File: config.mk
export PLATFORM = sky130hd
export DESIGN_NAME = cfs_aligner
export DESIGN_NICKNAME = d
export VERILOG_FILES = /design/src/rtl/cfs_aligner.sv
export SDC_FILE = /design/constraint.sdc
export NUM_CORES = 1
export LEC_CHECK = 0
export ABC_AREA = 1
export CORE_ASPECT_RATIO = 1.25
export CORE_UTILIZATION = 50
export DETAILED_ROUTE_END_ITERATION = 10
export PLACE_DENSITY_LB_ADDON = 0.08
export SLEW_MARGIN = 5
export SYNTH_ARGS = -nofsm -noshare
export SYNTH_HDL_FRONTEND = slang
export SYNTH_SLANG_ARGS = --single-unit
export TNS_END_PERCENT = 5
File: constraint.sdc
create_clock -name clk -period 12.8 [get_ports clk]
set_input_delay 3.84 -clock clk [delete_from_list [all_inputs] [get_ports clk]]
set_output_delay 3.84 -clock clk [all_outputs]
set_load 0.05 [all_outputs]
File: src/rtl/cfs_aligner.sv
// Byte-stream realigner: packs 1..4-byte MD RX transfers into an 8-byte buffer and
// emits fixed-size/offset MD TX transfers programmed over APB.
module cfs_aligner #(
  parameter int AW = 16,
  parameter int DW = 32
) (
  input  logic          clk,
  input  logic          rst_n,
  input  logic [AW-1:0] paddr,
  input  logic          pwrite,
  input  logic          psel,
  input  logic          penable,
  input  logic [DW-1:0] pwdata,
  output logic [DW-1:0] prdata,
  output logic          pready,
  output logic          pslverr,
  input  logic          md_rx_valid,
  input  logic [DW-1:0] md_rx_data,
  input  logic [1:0]    md_rx_offset,
  input  logic [2:0]    md_rx_size,
  output logic          md_rx_ready,
  output logic          md_rx_err,
  output logic          md_tx_valid,
  output logic [DW-1:0] md_tx_data,
  output logic [1:0]    md_tx_offset,
  output logic [2:0]    md_tx_size,
  input  logic          md_tx_ready,
  input  logic          md_tx_err
);
  // rst_n is active-high despite its name.
  wire rst = rst_n;

  logic [7:0]    buf_q [8];
  logic [7:0]    buf_d [8];
  logic [3:0]    lvl_q, lvl_d;
  logic [2:0]    ctrl_size_q;
  logic [1:0]    ctrl_off_q;
  logic [7:0]    cnt_q;
  logic          tx_valid_q;
  logic [DW-1:0] tx_data_q, tx_data_d;
  logic [1:0]    tx_off_q;
  logic [2:0]    tx_size_q;

  // RX acceptance: credit comes only from the registered level.
  logic       rx_legal, rx_space, push, drop, pop, tx_start;
  logic [3:0] push_n, pop_n;
  assign rx_legal = (md_rx_size != 3'd0) && (({2'b0, md_rx_offset} + {1'b0, md_rx_size}) <= 4'd4);
  assign rx_space = (4'd8 - lvl_q) >= {1'b0, md_rx_size};
  assign push     = md_rx_valid & rx_legal & rx_space;
  assign drop     = md_rx_valid & ~rx_legal;
  assign pop      = tx_valid_q & md_tx_ready;
  assign push_n   = push ? {1'b0, md_rx_size} : 4'd0;
  assign pop_n    = pop ? {1'b0, tx_size_q} : 4'd0;
  assign lvl_d    = lvl_q + push_n - pop_n;
  assign tx_start = ~tx_valid_q & (lvl_d >= {1'b0, ctrl_size_q});

  assign md_rx_ready = ~rst & md_rx_valid & (~rx_legal | rx_space);
  assign md_rx_err   = ~rst & drop;

  // Next buffer: shift out popped bytes, then append RX lanes behind the survivors.
  logic [4:0] src, k;
  logic [1:0] lane;
  always_comb begin
    src  = '0;
    k    = '0;
    lane = '0;
    for (int i = 0; i < 8; i++) begin
      src      = 5'(i) + {1'b0, pop_n};
      buf_d[i] = 8'h00;
      if (src < {1'b0, lvl_q}) begin
        buf_d[i] = buf_q[src[2:0]];
      end else begin
        k = src - {1'b0, lvl_q};
        if (k < {1'b0, push_n}) begin
          lane     = md_rx_offset + k[1:0];
          buf_d[i] = md_rx_data[{lane, 3'b000} +: 8];
        end
      end
    end
  end

  logic [2:0] rel;
  always_comb begin
    tx_data_d = '0;
    rel       = '0;
    for (int j = 0; j < 4; j++) begin
      rel = 3'(j) - {1'b0, ctrl_off_q};
      if (2'(j) >= ctrl_off_q && rel < ctrl_size_q) tx_data_d[8*j +: 8] = buf_d[rel];
    end
  end

  // APB decode
  logic acc, sel_ctrl, sel_stat, wbad, ctrl_wr, clr;
  assign acc      = psel & penable & ~rst;
  assign sel_ctrl = paddr == AW'(16'h0000);
  assign sel_stat = paddr == AW'(16'h000C);
  assign wbad     = (pwdata[2:0] == 3'd0) || (({2'b0, pwdata[9:8]} + {1'b0, pwdata[2:0]}) > 4'd4);
  assign ctrl_wr  = acc & pwrite & sel_ctrl & ~wbad;
  assign clr      = ctrl_wr & pwdata[16];

  assign pready  = acc;
  assign pslverr = acc & (~(sel_ctrl | sel_stat) | (pwrite & sel_stat) | (pwrite & sel_ctrl & wbad));
  always_comb begin
    prdata = '0;
    if (acc && !pwrite) begin
      if (sel_ctrl)      prdata = DW'({ctrl_off_q, 5'b0, ctrl_size_q});
      else if (sel_stat) prdata = DW'({lvl_q, cnt_q});
    end
  end

  always_ff @(posedge clk or posedge rst) begin
    if (rst) begin
      for (int i = 0; i < 8; i++) buf_q[i] <= 8'h00;
      lvl_q       <= '0;
      ctrl_size_q <= 3'd1;
      ctrl_off_q  <= '0;
      cnt_q       <= '0;
      tx_valid_q  <= 1'b0;
      tx_data_q   <= '0;
      tx_off_q    <= '0;
      tx_size_q   <= '0;
    end else begin
      for (int i = 0; i < 8; i++) buf_q[i] <= buf_d[i];
      lvl_q <= lvl_d;
      if (pop) begin
        tx_valid_q <= 1'b0;
      end else if (tx_start) begin
        tx_valid_q <= 1'b1;
        tx_data_q  <= tx_data_d;
        tx_off_q   <= ctrl_off_q;
        tx_size_q  <= ctrl_size_q;
      end
      if (ctrl_wr) begin
        ctrl_size_q <= pwdata[2:0];
        ctrl_off_q  <= pwdata[9:8];
      end
      // A clear coinciding with a drop leaves exactly one count.
      if (clr)                        cnt_q <= {7'd0, drop};
      else if (drop && cnt_q != 8'hFF) cnt_q <= cnt_q + 8'd1;
    end
  end

  assign md_tx_valid  = tx_valid_q;
  assign md_tx_data   = tx_data_q;
  assign md_tx_offset = tx_off_q;
  assign md_tx_size   = tx_size_q;

  // Downstream TX errors do not alter completion.
  logic unused_ok;
  assign unused_ok = md_tx_err;
endmodule

Yosys cells after proc, flatten, opt, wreduce, memory -nomap -nowiden
Index checks and enable logic that the tools add are counted.
- register bits after elaboration: 119
- input bits: 93
- word-level logic and storage cells: 219
- reductions and logical operators: 15
- add/sub/neg operators: 33
- shift operators: 8
- multiplexer cells: 65
- magnitude comparators: 40
- bitwise gates (word level): 40
- equality and inequality tests: 2
- operator list (operator ; number):
    8-bit two-way mux ; 46
    8-bit binary-select mux with 3-bit select ; 12
    32-bit by 6-bit variable part select with 8-bit output ; 8
    4-bit >= comparator (second input constant) ; 12
    3-bit NOT with 4-bit output ; 12
    5-bit by 3-bit less-than comparator with 1-bit output ; 8
    12-bit two-way mux ; 3
    4-bit by 4-bit subtractor with 5-bit output ; 7
    4-bit less-than comparator ; 7
    1-bit bitwise AND ; 18
    2-bit adder ; 8
    3-bit by 3-bit adder with 4-bit output (first input constant) ; 4
    16-bit by 4-bit equality test with 1-bit output (second input constant) ; 1
    16-bit zero test ; 1
    3-bit less-than comparator ; 4
    2-bit by 3-bit adder with 4-bit output ; 2
    2-bit by 3-bit adder with 4-bit output (first input constant) ; 2
    8-bit by 1-bit adder with 8-bit output (second input constant) ; 1
    4-bit by 3-bit >= comparator with 1-bit output ; 2
    8-bit inequality test (second input constant) ; 1
    1-bit logical AND ; 7
    3-bit two-way mux ; 2
    1-bit NOT ; 6
    1-bit by 2-bit subtractor with 3-bit output (first input constant) ; 2
    19 further kinds ; 27

Logic depth before layout (Yosys ltp)
- depth after elaboration: 13
- depth in mapped cells: 26

Worst setup path before layout
No wires, ideal clock.
- path type: input-to-output
- start point: in rst_n
- end point: out prdata[0]
- data arrival time: 8.245 ns
- data required time: 8.960 ns
- stages: 5
- setup slack: 0.715 ns
- path through: inv_1 -> nand3_1 -> nor2_1 -> nand2_1 -> a211oi_1
- cells in the longest elaborated chain, start to end: 4
- ends and longest elaborated chain (what ; line ; source):
    from (decl) ; 8 ; input logic rst_n,
    1-bit NOT ; 94 ; assign acc = psel & penable & ~rst;
    1-bit bitwise AND ; 94 ;
    1-bit logical AND ; 105 ; if (acc && !pwrite) begin
    12-bit two-way mux ; 105 ;
    to (decl) ; 14 ; output logic [DW-1:0] prdata,
Every way passes these cells.

Worst setup path in the final report
- start point: in paddr[4]
- end point: out prdata[9]
- cells in the longest elaborated chain, start to end: 4
- elaborated cells between the ends (all ways): 5
- ends and longest elaborated chain (what ; line ; source):
    from (decl) ; 9 ; input logic [AW-1:0] paddr,
    16-bit by 4-bit equality test with 1-bit output ; 96 ; assign sel_stat = paddr == AW'(16'h000C);
    12-bit two-way mux ; 107 ; else if (sel_stat) prdata = DW'({lvl_q, cnt_q});
    12-bit two-way mux * ; 106 ; if (sel_ctrl) prdata = DW'({ctrl_off_q, 5'b0, ctrl_size_q});
    12-bit two-way mux * ; 105 ;
Mark *: on every way between the ends. The rest lies on a longest branch, timed or not.

==> results.sh <==
export IMPL_ant_nets=0
export IMPL_syn2layout_area_growth_pct=16.5
export IMPL_mostFrequentLayoutCells="nand2_1, nand3_1, o21ai_0, inv_1, clkdlybuf4s50_1"
export IMPL_p_leak_uw=0.00654
export IMPL_clock_sinks=119
export IMPL_cts_tree="built"
export IMPL_crit_required_ns=8.96
export IMPL_fp_dieH_um=169
export IMPL_swShare=0.587
export IMPL_p_sw_uw=2390
export IMPL_ctsResizeCount=0
export IMPL_yosys_area_top_type="dfrtp_1"
export IMPL_crit_fanout=9
export IMPL_finalClockSkew_ns=0.0123
export IMPL_cp_arrival_ns=6.74
export IMPL_synth_top_area_frac=0.265
export IMPL_reg2regPathDepth=16
export IMPL_relSlewSlack=0.122
export IMPL_syn_inst=1739
export IMPL_combinationalPowerShare=0.739
export IMPL_finalSetupViolations=0
export IMPL_r2r_end="md_tx_data[13]"
export IMPL_grt_max_degree=66
export IMPL_vias=12000
export IMPL_viasPerCell=5.66
export IMPL_async_flop_share=1.00
export IMPL_wl_per_cell_um=18.9
export IMPL_drv_cap=0
export IMPL_ys_seq_elements=119
export IMPL_pre_cts_ws_ns=2.20
export IMPL_synth_edf_count=0
export IMPL_synthDistinctLibCells=53
export IMPL_min_period_ns=10.58
export IMPL_critical_path_class="in2out"
export IMPL_avgSynthCellArea_um2=6.40
export IMPL_post_cts_buffers=0
export IMPL_clock_tree_htree_level_count=4
export IMPL_clk_pin_slew_ns=0.06
export IMPL_tns_ns=0
export IMPL_drc=0
export IMPL_gr_total_overflow=0
export IMPL_synth_area_leaders="dfrtp_1, nand2_1, nand3_1"
export IMPL_fin_cells=2115
export IMPL_timing_final_max_slew_violations=0
export IMPL_clockRootBuffer="clkbuf_16"
export IMPL_final_layout_size_suffix_gt1_frac=0.0474
export IMPL_setup_ws_ns=2.22
export IMPL_place_congestion=0.921
export IMPL_seqPwrFrac=0.147
export IMPL_synth_seq_area_share=0.268
export IMPL_cp_start_kind="input pin"
export IMPL_synth_main_ff_cell="dfrtp_1"
export IMPL_final_common_cell="nand2_1"
export IMPL_die_w_um=135
export IMPL_tightest_slew_ns=1.32
export IMPL_num_antenna_cells=0
export IMPL_cts_buffers=17
export IMPL_finalCritPeriodShare=0.826
export IMPL_power_uw=4070
export IMPL_place_inst=2084
export IMPL_clockPowerShare=0.114
export IMPL_cp_end_kind="output port"
export IMPL_yosys_warnings=0
export IMPL_core_um2=21700
export IMPL_syn_area_um2=11100
export IMPL_first_global_vias=11400
export IMPL_io_pins=167
export IMPL_grt_pass1_wl_um=62400
export IMPL_firstDrtPassIters=7
export IMPL_global_route_usage_total=0.365
export IMPL_die_area_um2=22900
export IMPL_antenna_found_initial=0
export IMPL_rsz0062_at_grt="no"
export IMPL_hp_class="reg2reg"
export IMPL_peakVddDrop_v=0.000184
export IMPL_p_int_uw=1680
export IMPL_clock_latency_ns=0.43
export IMPL_hold_buffers=0
export IMPL_cts_max_path_buffers=2
export IMPL_routed_wl_um=39900
export IMPL_final_hold_viol_count=0
export IMPL_port_buffers=119
export IMPL_r2r_start="md_tx_valid"
export IMPL_max_freq_ghz=0.0945
export IMPL_nets=1993
export IMPL_startpoint="paddr[4]"
export IMPL_reg2reg_slack_ns=6.86
export IMPL_start_util=0.513
export IMPL_drt_initial_drc_count=1159
export IMPL_rows=60
export IMPL_p_per_area_nw_per_um2=314
export IMPL_cp_endpoint="prdata[9]"
export IMPL_status="finished clean"
export IMPL_dpl_hpwl_um=28700
[kinds of logic after synthesis]
logic type / count (synthesis) / synth area share
multiplexers: 17 / 0.0154
adder cells (fa/ha/maj): 76 / 0.0915
flip-flops: 119 / 0.268
AO/OA/AOI/OAI: 302 / 0.147
other: 1 / 0.000337
buffers and inverters: 253 / 0.0980
AND/OR/NAND/NOR: 951 / 0.359
XOR/XNOR: 20 / 0.0205
[worst min path at each step]
| stage | startpoint | end | slack (ns) | depth (start not counted) |
|---|---|---|---|---|
| floorplan | cnt_q[7] | cnt_q[7] | 0.53 | 2 |
| global route | md_tx_data[8] | md_tx_data[8] | 0.49 | 2 |
| CTS | md_tx_data[8] | md_tx_data[8] | 0.48 | 2 |
| detailed placement | md_tx_data[23] | md_tx_data[23] | 0.46 | 2 |
| finish | md_tx_data[8] | md_tx_data[8] | 0.48 | 2 |
| global placement | md_tx_data[10] | md_tx_data[10] | 0.47 | 2 |
[state kept, by name, summed over array words and instances (netlist names)]
| register | flops |
|---|---|
| ctrl_size_q | 3 |
| md_tx_offset | 2 |
| md_tx_valid | 1 |
| buf_q | 64 |
| cnt_q | 8 |
| md_tx_data | 32 |
| md_tx_size | 3 |
| lvl_q | 4 |
| ctrl_off_q | 2 |
[metal layers]
metal	wire, µm	global-route usage
met1	16300	0.478
met2	17400	0.558
met3	4260	0.0910
met4	1940	0.182
met5	0	0
[final cells by class]
class | instances | area (µm²)
fillers | 2104 | 8730
multi-input cells | 1386 | 7140
flip-flops and latches | 119 | 2980
repair buffers | 136 | 1320
inverters | 164 | 619
clock buffers | 20 | 457
well taps | 279 | 349
clock inverters | 11 | 101
[synth_stat cells (all sizes together) (4+ instances only)]
cell type  instances
a211oi             5
a21o               4
a21oi             47
buf               60
clkbuf            29
clkinv             5
dfrtp            118
fa                 9
ha                67
inv              159
mux2i             16
nand2            660
nand3            219
nor2              43
nor3              16
o21ai            229
xnor2             16
xor2               4
[power groups by stage]
stage	sequential, µW	combinational, µW	clock (µW)
after floorplan	653	1980	0
after global routing	612	3300	482
final	598	3000	464
after detailed placement	602	2900	0
after global placement	599	2860	0
after CTS	596	2910	464
[per-stage QoR]
step / cell area (µm²) / hold WS [ns] / utilization
6_report: 13000 / 0.485 / 0.598
3_3_place_gp: 12400 / 0.466 / 0.572
2_1_floorplan: 11200 / 0.528 / -
4_1_cts: 13000 / 0.483 / 0.598
5_1_grt: 13000 / 0.494 / 0.598
3_5_place_dp: 12400 / 0.465 / 0.572
[worst max-delay path: stages]
cell	delay, ns
clkdlybuf4s50_1	0.42
or4_1	0.53
nor3_1	0.16
nand4_1	0.32
nand2_1	0.18
nand2_1	0.13
a211oi_1	0.27
clkdlybuf4s50_1	0.88
Note: power is estimated with default switching activity, not from simulation.
==> patch 1, RTL diff (same settings) <==
`DW`: 32 -> 64.
--- a/src/rtl/cfs_aligner.sv
+++ b/src/rtl/cfs_aligner.sv
@@ -2,7 +2,7 @@
 // emits fixed-size/offset MD TX transfers programmed over APB.
 module cfs_aligner #(
   parameter int AW = 16,
-  parameter int DW = 32
+  parameter int DW = 64
 ) (
   input  logic          clk,
   input  logic          rst_n,
Ports: changed (resized md_rx_data, md_tx_data, prdata and pwdata); port bits go from 167 to 295. No check against the original RTL was run, so the function may have changed too.
==> patch 1 against the original RTL <==
- the flow now finishes with violations (DRC)
- synthesized area increased by 4.2%
- sequential cell count unchanged
- design area up 2.3%
- synthesized cell count is 3.9% higher
- routed wire length fell by 1.9%
- core utilization decreased by 0.85 points
- worst setup slack better by 0.063 ns
- register-to-register slack improved by 0.29 ns
- critical path depth decreased by 1
- critical endpoint is now prdata[5]
Power is left out: the tool's default activity adds up to more than one toggle a clock period on the data nets, which glitch-free logic cannot reach.
==> patch 1: results <==
export IMPL_status="finished with violations"
export IMPL_violations="DRC"
export IMPL_routed_wl_um=39150
export IMPL_clock_path_buffers=2
export IMPL_hp_class="register to register"
export IMPL_first_pass_iters=11
export IMPL_yosys_warnings=0
export IMPL_fin_nets=2121
export IMPL_use_met2_pct=52.77
export IMPL_synth_area_leaders="dfrtp_1, nand2_1, nand3_1"
export IMPL_skew_ns=0.01032
export IMPL_dp_hpwl_um=28660
export IMPL_track_usage_pct=33.16
export IMPL_ys_types=52
export IMPL_place_congestion=0.9594
export IMPL_grt_util_met3_pct=7.533
export IMPL_drt_initial_drc_count=1228
export IMPL_h_tree_depth=4
export IMPL_whs_path_depth=2
export IMPL_r2r_cells=19
export IMPL_synth_top_area_share_pct=25.46
export IMPL_clk_latency_ns=0.43
export IMPL_synth_ff_type="dfrtp_1"
export IMPL_synth_top_cells_by_count="nand2_1, nand3_1, o21ai_0"
export IMPL_path_max_fanout=64
export IMPL_drive_gt1_share_pct=4.208
export IMPL_tightest_slew_ns=1.347
export IMPL_cp_arrival_ns=6.68
export IMPL_top_register="buf_q"
export IMPL_cts_buffers_inserted=17
export IMPL_largest_reg_flops=64
export IMPL_grt_pass1_vias=10840
export IMPL_antenna_found_initial=0
export IMPL_post_cts_buffers=0
export IMPL_cts_clk_slew_worst_paths_ns=0.06
export IMPL_post_route_drc_count=18
export IMPL_grt_pass1_wl_um=60250
export IMPL_detail_route_vias_per_cell=5.623
export IMPL_grtUsageMet1_pct=44.18
export IMPL_grt_max_degree=70
export IMPL_place_area_um2=12620
export IMPL_diodes=0
export IMPL_post_cts_resized=0
export IMPL_port_buffers=119
export IMPL_ys_seq_area_share_pct=25.68
[patch 1: stage by stage]
stage               instances  utilization [%]  worst slack (ns)
detailed placement       2152            56.04             2.240
floorplan                1890                -            0.7149
CTS                      2184            58.91             2.231
global placement         2152            56.04             2.260
global route             2184            58.91             1.963
finish                   2184            58.91             2.284
[patch 1: critical path, cell delays in order]
cell	delay, ns
clkdlybuf4s50_1	0.48
inv_4	0.58
nand3_1	0.24
nor2_1	0.19
nand2_1	0.21
nor3_1	0.24
clkdlybuf4s50_1	0.85
[patch 1: cell families (layout without fill, tap and decap cells)]
family                   after synthesis  in the layout  share of synthesized area [%]
AND/OR/NAND/NOR                      940            940                          34.08
buffers and inverters                326            337                          13.76
AO/OA/AOI/OAI                        309            309                          14.38
flip-flops                           119            119                          25.68
adder cells (fa/ha/maj)               76             76                          8.780
XOR/XNOR                              20             20                          1.898
multiplexers                          16             16                          1.381
other                                  1             84                        0.03233
[patch 1: worst paths after layout]
path | start | end | slack [ns]
max in group asynchronous | rst_n | buf_q[9] | 7.55
setup reg to reg | md_tx_valid | md_tx_data[21] | 7.15
setup / recovery | rst_n | prdata[5] | 2.28
min in group asynchronous | rst_n | cnt_q[0] | 3.95
hold reg to reg | md_tx_data[19] | md_tx_data[19] | 0.48
hold / removal | md_tx_data[19] | md_tx_data[19] | 0.48
[patch 1: layer usage]
metal,part of all wire [%],vias up
met5,0,-
met1,42,5564
met4,2.8,0
li1,-,5880
met3,12,99
met2,44,738
[patch 1: final cells by class]
class	count	area, µm²
Fill cell	2124	9251
Multi-Input combinational cell	1445	7336
Sequential cell	119	2980
Timing Repair Buffer	133	1296
Inverter	172	651.9
Clock buffer	19	452.9
Tap cell	283	354.1
Clock inverter	13	192.7
==> patch 2, RTL diff (same settings) <==
Made on the original files. Register the input `md_rx_offset` before use. The logic sees it one clock later. The other inputs are not delayed to match.
--- a/src/rtl/cfs_aligner.sv
+++ b/src/rtl/cfs_aligner.sv
@@ -27,6 +27,12 @@
   input  logic          md_tx_ready,
   input  logic          md_tx_err
 );
+
+  logic [1:0] md_rx_offset_q;
+
+  always_ff @(posedge clk) begin
+    md_rx_offset_q <= md_rx_offset;
+  end
   // rst_n is active-high despite its name.
   wire rst = rst_n;
 
@@ -44,7 +50,7 @@
   // RX acceptance: credit comes only from the registered level.
   logic       rx_legal, rx_space, push, drop, pop, tx_start;
   logic [3:0] push_n, pop_n;
-  assign rx_legal = (md_rx_size != 3'd0) && (({2'b0, md_rx_offset} + {1'b0, md_rx_size}) <= 4'd4);
+  assign rx_legal = (md_rx_size != 3'd0) && (({2'b0, md_rx_offset_q} + {1'b0, md_rx_size}) <= 4'd4);
   assign rx_space = (4'd8 - lvl_q) >= {1'b0, md_rx_size};
   assign push     = md_rx_valid & rx_legal & rx_space;
   assign drop     = md_rx_valid & ~rx_legal;
@@ -72,7 +78,7 @@
       end else begin
         k = src - {1'b0, lvl_q};
         if (k < {1'b0, push_n}) begin
-          lane     = md_rx_offset + k[1:0];
+          lane     = md_rx_offset_q + k[1:0];
           buf_d[i] = md_rx_data[{lane, 3'b000} +: 8];
         end
       end
Behaviour: not the same (Yosys sat finds a counterexample within 4 cycles, from zero or initial values and one cycle with rst_n high).
==> patch 2 against the original RTL <==
- register-to-register slack got worse by 0.42 ns
- sequential cell count is 2 higher
- power down 11%
- combinational power is 14% lower
- maximum frequency is 0.48% lower
- global-route usage increased by 2.1 points
- clock skew down 0.00081 ns
- design area grew 0.28%
- worst setup slack got worse by 0.051 ns
- synthesized area is 0.16% lower
- critical path depth up 4
- largest power group unchanged
- routed wire length rose by 6.6%
==> patch 2: results <==
export IMPL_place_area_um2=12460
export IMPL_first_pass_iters=8
export IMPL_hp_start="md_tx_data[17]"
export IMPL_path_max_fanout=3
export IMPL_yosys_warnings=0
export IMPL_synth_ff_type="dfrtp_1"
export IMPL_skew_ns=0.01145
export IMPL_place_congestion=1.004
export IMPL_dp_hpwl_um=30360
export IMPL_fin_nets=2007
export IMPL_r2r_end="md_tx_data[21]"
export IMPL_antenna_found_initial=2
export IMPL_diodes=0
export IMPL_status="completed"
export IMPL_top_register="buf_q"
export IMPL_clk_latency_ns=0.43
export IMPL_synth_edf_count=0
export IMPL_detail_route_vias_per_cell=5.807
export IMPL_h_tree_depth=4
export IMPL_cts_clk_slew_worst_paths_ns=0.06
export IMPL_clock_path_buffers=2
export IMPL_synth_area_leaders="dfrtp_1, nand2_1, nand3_1"
export IMPL_ys_seq_area_share_pct=27.17
export IMPL_grt_pass1_vias=11850
export IMPL_whs_endpoint="md_tx_data[17]"
export IMPL_timing_rr_start="md_tx_valid"
export IMPL_synthArstFlopShare_pct=98.35
export IMPL_root_buffer="clkbuf_16"
export IMPL_cp_arrival_ns=6.79
export IMPL_hp_class="register to register"
export IMPL_ys_types=56
export IMPL_whs_path_depth=2
export IMPL_post_cts_resized=0
export IMPL_peakVddDrop_mv=0.1451
export IMPL_n_fill_cell=2117
export IMPL_synth_top_cells_by_count="nand2_1, nand3_1, inv_1"
export IMPL_track_usage_pct=38.65
export IMPL_grt_pass1_wl_um=65390
export IMPL_route_detailed_wl_per_inst_um=19.94
export IMPL_p_leak_nw=6.521
export IMPL_grt_max_degree=72
export IMPL_tightest_slew_ns=1.438
export IMPL_largest_reg_flops=64
export IMPL_drive_gt1_share_pct=5.720
export IMPL_post_cts_buffers=0
export IMPL_drt_initial_drc_count=1288
export IMPL_r2r_cells=21
export IMPL_rrSetupSlack_ns=6.44
## patch 2: critical path: stages
cell,delay [ns]
clkdlybuf4s50_1,0.51
ha_1,0.15
inv_1,0.06
fa_1,0.49
inv_1,0.05
o22ai_1,0.12
a21oi_1,0.06
a2111oi_0,0.54
nand2_1,0.13
nand2_1,0.08
a21oi_1,0.06
clkdlybuf4s50_1,0.71
## patch 2: power breakdown
part	internal, W	switching, W
Combinational	0.000752	0.00184
Clock	0.000252	0.000203
Sequential	0.000515	0.0000587
Total	0.00152	0.00210
## patch 2: how the worst max path moves through the flow
stage	start	endpoint	slack, ns	depth (start not counted)
after floorplan	rst_n	prdata[0]	0.71	5
after global placement	pwdata[0]	pslverr	2.23	12
after detailed placement	pwdata[0]	pslverr	2.18	12
after CTS	pwdata[0]	pslverr	2.16	12
after global routing	paddr[5]	prdata[0]	2.01	8
final	pwdata[0]	pslverr	2.17	12
## patch 2: area by class of cell
cell class,instances,share of cell area [%]
Sequential cell,121,23.23
Timing Repair Buffer,146,10.72
Multi-Input combinational cell,1392,54.49
Clock buffer,18,3.301
Clock inverter,14,0.8758
Inverter,162,4.696
Tap cell,279,2.685
## patch 2: layer usage
metal | vias up | global-route usage (%) | wire (µm)
met5 | - | 0 | 22
met4 | 4 | 24.62 | 2856
met3 | 183 | 9.284 | 4726
met2 | 728 | 60.69 | 18880
met1 | 5590 | 47.28 | 16030
li1 | 5875 | - | -
## patch 2: per-stage QoR
stage / std cells / power (W) / setup WS (ns) / util [%] / hold slack (ns)
6_report: 2132 / 0.003619 / 2.170 / 59.93 / 0.4807
3_3_place_gp: 2100 / 0.003017 / 2.231 / 57.42 / 0.4651
4_1_cts: 2132 / 0.003523 / 2.163 / 59.93 / 0.4800
2_1_floorplan: 1771 / 0.002353 / 0.7149 / - / 0.4459
3_5_place_dp: 2100 / 0.003060 / 2.181 / 57.42 / 0.4699
5_1_grt: 2132 / 0.003909 / 2.008 / 59.93 / 0.4992
## patch 2: logic make-up (layout without fill, tap and decap cells)
family	after synthesis	after routing	synth area share (%)
compound gates	299	299	14.25
xor+xnor	19	19	2.106
fa+ha+maj	74	74	8.941
buf+inv	258	340	9.797
flops	121	121	27.17
mux	4	4	0.3604
other cells	1	20	0.03375
simple gates	976	976	37.34
